$ cat src/rtl/bus_arb.sv
// bus_arb: two-port round-robin arbiter sharing one downstream bus slave.
// Ports: main_clk_i/main_rst_i, requester a_bus_*/b_bus_*, downstream bus_*, busy_o, timeout_o.
module bus_arb #(
   parameter int timeout_p = 15
) (
   input  logic        main_clk_i,
   input  logic        main_rst_i,
   input  logic [1:0]  a_bus_trans_i,
   input  logic [31:0] a_bus_addr_i,
   input  logic        a_bus_write_i,
   input  logic [31:0] a_bus_wdata_i,
   output logic        a_bus_ready_o,
   output logic        a_bus_resp_o,
   output logic [31:0] a_bus_rdata_o,
   input  logic [1:0]  b_bus_trans_i,
   input  logic [31:0] b_bus_addr_i,
   input  logic        b_bus_write_i,
   input  logic [31:0] b_bus_wdata_i,
   output logic        b_bus_ready_o,
   output logic        b_bus_resp_o,
   output logic [31:0] b_bus_rdata_o,
   output logic [1:0]  bus_trans_o,
   output logic [31:0] bus_addr_o,
   output logic        bus_write_o,
   output logic [31:0] bus_wdata_o,
   input  logic        bus_ready_i,
   input  logic        bus_resp_i,
   input  logic [31:0] bus_rdata_i,
   output logic        busy_o,
   output logic        timeout_o
);

   localparam int TW = (timeout_p < 1) ? 1 : $clog2(timeout_p + 1);
   localparam logic [TW-1:0] TMAX = TW'(timeout_p);
   localparam logic [TW-1:0] ONE = TW'(1);
   localparam bit TO_EN = (timeout_p != 0);

   typedef enum logic [1:0] {
      IDLE,
      BUSY_A,
      BUSY_B
   } state_t;

   state_t          state_q, state_d;
   logic            prio_q, prio_d;
   logic [TW-1:0]   tcnt_q, tcnt_d;

   logic a_req, b_req;
   logic sel_a, sel_b, busy, abort;
   logic        rsp_ready, rsp_resp;
   logic [31:0] rsp_rdata;

   assign a_req = |a_bus_trans_i;
   assign b_req = |b_bus_trans_i;
   assign sel_a = (state_q == BUSY_A);
   assign sel_b = (state_q == BUSY_B);
   assign busy  = sel_a | sel_b;

   // Slave completion in the last counted cycle beats the abort.
   assign abort = busy & ~bus_ready_i & TO_EN & (tcnt_q == TMAX);

   always_ff @(posedge main_clk_i or posedge main_rst_i) begin
      if (main_rst_i) begin
         state_q <= IDLE;
         prio_q  <= 1'b0;
         tcnt_q  <= '0;
      end else begin
         state_q <= state_d;
         prio_q  <= prio_d;
         tcnt_q  <= tcnt_d;
      end
   end

   always_comb begin
      state_d = state_q;
      prio_d  = prio_q;
      tcnt_d  = tcnt_q;
      case (state_q)
         IDLE: begin
            if (a_req && (!b_req || !prio_q)) begin
               state_d = BUSY_A;
               prio_d  = 1'b1;
               tcnt_d  = '0;
            end else if (b_req) begin
               state_d = BUSY_B;
               prio_d  = 1'b0;
               tcnt_d  = '0;
            end
         end
         BUSY_A, BUSY_B: begin
            if (bus_ready_i || abort) begin
               state_d = IDLE;
            end else if (TO_EN && (tcnt_q != TMAX)) begin
               tcnt_d = tcnt_q + ONE;
            end
         end
         default: state_d = IDLE;
      endcase
   end

   always_comb begin
      bus_trans_o = 2'b00;
      bus_addr_o  = '0;
      bus_write_o = 1'b0;
      bus_wdata_o = '0;
      if (sel_a) begin
         bus_trans_o = a_bus_trans_i;
         bus_addr_o  = a_bus_addr_i;
         bus_write_o = a_bus_write_i;
         bus_wdata_o = a_bus_wdata_i;
      end else if (sel_b) begin
         bus_trans_o = b_bus_trans_i;
         bus_addr_o  = b_bus_addr_i;
         bus_write_o = b_bus_write_i;
         bus_wdata_o = b_bus_wdata_i;
      end
      if (abort) begin
         bus_trans_o = 2'b00;
      end
   end

   // Abort looks like an error completion to the granted requester.
   assign rsp_ready = bus_ready_i | abort;
   assign rsp_resp  = abort ? 1'b1 : bus_resp_i;
   assign rsp_rdata = abort ? 32'h0 : bus_rdata_i;

   assign a_bus_ready_o = sel_a & rsp_ready;
   assign a_bus_resp_o  = sel_a & rsp_resp;
   assign a_bus_rdata_o = sel_a ? rsp_rdata : 32'h0;
   assign b_bus_ready_o = sel_b & rsp_ready;
   assign b_bus_resp_o  = sel_b & rsp_resp;
   assign b_bus_rdata_o = sel_b ? rsp_rdata : 32'h0;

   assign busy_o    = busy;
   assign timeout_o = abort;

endmodule

$ cat config.mk
export PLATFORM = sky130hd
export DESIGN_NAME = bus_arb
export DESIGN_NICKNAME = d
export VERILOG_FILES = /design/src/rtl/bus_arb.sv
export SDC_FILE = /design/constraint.sdc
export NUM_CORES = 1
export LEC_CHECK = 0
export CAP_MARGIN = 20
export CORE_AREA = 2 2 118 120
export CTS_BUF_LIST = sky130_fd_sc_hd__clkbuf_4 sky130_fd_sc_hd__clkbuf_8
export CTS_CLUSTER_DIAMETER = 80
export DETAILED_ROUTE_END_ITERATION = 7
export DIE_AREA = 0 0 120 122
export RECOVER_POWER = 25
export SLEW_MARGIN = 40
export SYNTH_ARGS = -nofsm -noshare
export SYNTH_HDL_FRONTEND = slang
export SYNTH_SLANG_ARGS = --single-unit
$ cat constraint.sdc
create_clock -name main_clk_i -period 1.85 [get_ports main_clk_i]
set_input_delay 0.2775 -clock main_clk_i [delete_from_list [all_inputs] [get_ports main_clk_i]]
set_output_delay 0.2775 -clock main_clk_i [all_outputs]
set_load 0.03 [all_outputs]
==> qor.yml <==
cts.clk_slew.worst_paths_ns: 0.04
fin_skew_ns: 0.003898
min_path_type: "input pin to asynchronous set/reset pin"
grt.total_usage: 0.1462
power_density_nw_per_um2: 1386
syn_inst: 233
max_freq_mhz: 498.9
fin_area_um2: 6113
grt_pass1_wl_um: 16880
worst_slack_ns: -0.1546
vias_per_cell: 4.197
antenna_left: 0
port_buffers: 306
synth_common_cells: "64 x and2_1, 60 x a22o_1, 24 x nand2_1"
synthArstFlopShare: 1.000
post-dp-hpwl_um: 9730
start_kind: "flop"
ys_ff_latch: 7
yosysTopAreaCell: "a22o_1"
p_sw_w: 0.004096
synth_top_area_frac: 0.3057
antenna_found_initial: 0
worst_pin_slew_ns: 0.4002
violations: "setup timing"
combPwrFrac: 0.939
cts_tree: "done"
yosys-top-cells-area: "a22o_1 31%, and2_1 23%, dfrtp_1 10%"
synth.distinct_cells: 28
internal-power_w: 0.004374
place.gp.congestion: 0.7895
nets: 727
syn_avg_cell_area_um2: 7.378
numCtsBuffers: 3
swShare: 0.4836
rows: 43
drtIter0Drc: 76
post_dp_cell_area_um2: 5122
finalCritPeriodShare: 1.084
share_seq_of_total_power: 0.034
vias: 3072
grt_start_max_net_pins: 37
startpoint: "state_q[1]"
arrival_ns: 1.73
first_pass_iters: 4
maxSlewViolCount: 0
status: "complete, but fails checks"
htree_levels: 1
cp_max_fo: 9
die_h_um: 122
finalNonFillerCells: 732
slowest_delay_ns: 0.39
syn_to_final_growth_pct: 255.6
synth-edff-count: 0
crit_required_ns: 1.57
cp_slowest_cell: "dfrtp_1"
antenna_cells: 0
path_cells: "buf_4 -> ha_4 -> nor2b_4 -> buf_12 -> clkbuf_16 -> a22o_4 -> buf_12"
worst_path_most_repeated_cell: "buf_12"
die_w_um: 120
fill_cells: 1258
r2r_start: "state_q[0]"
grt_pass1_vias: 2921
clkPwrFrac: 0.027
drive_gt1_frac: 0.5018
clock_path_buffers: 2
tns_ns: -14.51
synth.cell_area_um2: 1719
clock-sinks: 7
ios: 307
syn_nets: 407
p_leak_nw: 2.680
relSlewSlack: 0.7304
start_util: 0.1273
setup_violations: 124
ys.flop_type: "dfrtp_1"
maxCapViolations: 0
end_kind: "output port"
place_ws_ns: -0.07454
core-area_um2: 13500
grt-ovfl-total: 0
crit_path_end: "bus_addr_o[31]"
yosysWarnings: 0
path_class: "flop to output port"
wirelength_um: 12820
drcViolationCount: 0
hold_viol_final: 0
worstRegToRegCells: 7
post-route-min-period_ns: 2.005
cts_root_buf: "clkbuf_8"
ys_seq_area_frac: 0.1019
holdBufCountCts: 0
r2r-end: "tcnt_q[3]"
die-area_um2: 14640
rrSetupSlack_ns: 0.25
ir_drop_v: 0.0009984
wl_per_cell_um: 17.51
clock_latency_ns: 0.23
synth.most_common_cell: "and2_1"
rsz0062_at_grt: "true"
dp.cells: 711
[cells by family after synthesis]
kind of cell / Yosys count / synth area share
flops: 7 / 0.1019
mux: 1 / 0.005823
buf+inv: 28 / 0.09316
fa+ha+maj: 4 / 0.02911
simple gates: 109 / 0.3836
compound gates: 84 / 0.3865
[registers in the layout (all words and copies together) (netlist names)]
name	flops
state_q	2
prio_q	1
tcnt_q	4
[timing repair]
item                                   4_1_cts  5_1_grt
buffers inserted                            10        1
resized for setup                          114       67
endpoints found under the hold margin        0        0
pin swaps                                    5       17
setup endpoints to repair                  136      136
gates cloned                                 3        6
[how the worst min path moves through the flow]
stage	from	to
after floorplan	main_rst_i	prio_q
after global placement	prio_q	prio_q
after detailed placement	tcnt_q[0]	tcnt_q[0]
after CTS	main_rst_i	tcnt_q[2]
after global routing	main_rst_i	tcnt_q[0]
final	main_rst_i	tcnt_q[2]
[through the flow]
stage                     total power [W]  utilization  hold slack [ns]
after floorplan                  0.004035            -          0.08090
after global placement           0.006740       0.3793           0.4696
after detailed placement         0.006795       0.3793           0.4966
after CTS                        0.007914       0.4276           0.2852
after global routing             0.008860       0.4527           0.4427
final                            0.008471       0.4527           0.4216
[layout by cell type (no fill, tap or decap), drive strengths merged, types with 5 or more instances in the layout]
master         instances
inv                    6
o21ai                 14
a22o                  60
clkdlybuf4s50        168
and2                  64
nand2                 25
buf                  165
o21a                   5
clkbuf                 7
nor2                   7
dfrtp                  7
[critical path: cells and delay by family, from the launching register on]
kind | cells | cell delay, ns
AO/OA/AOI/OAI | 1 | 0.23
adder cells (fa/ha/maj) | 1 | 0.16
buffers and inverters | 4 | 0.58
flip-flops | 1 | 0.39
AND/OR/NAND/NOR | 1 | 0.13
[layout make-up]
type | count | area (µm²) | share of cell area
Timing Repair Buffer | 337 | 3859 | 0.6312
Multi-Input combinational cell | 198 | 1783 | 0.2916
Tap cell | 180 | 225.2 | 0.03684
Sequential cell | 7 | 175.2 | 0.02865
Clock buffer | 4 | 48.80 | 0.007982
Inverter | 6 | 22.52 | 0.003684
[routing by layer]
metal  GRT usage  vias up  wire (µm)
met5           0        -          0
met1      0.1677     1459       4537
met3     0.05337        6       1142
met4     0.01103        0         68
met2      0.2699      133       7071
li1            -     1474          -
[power groups by stage]
stage               logic, W  clock network (W)  registers, W
global placement     0.00646                  0      0.000276
CTS                  0.00740           0.000239      0.000276
floorplan            0.00377                  0      0.000266
finish               0.00795           0.000230      0.000287
global route         0.00832           0.000249      0.000292
detailed placement   0.00652                  0      0.000279
Note: power is estimated with default switching activity, not from simulation.
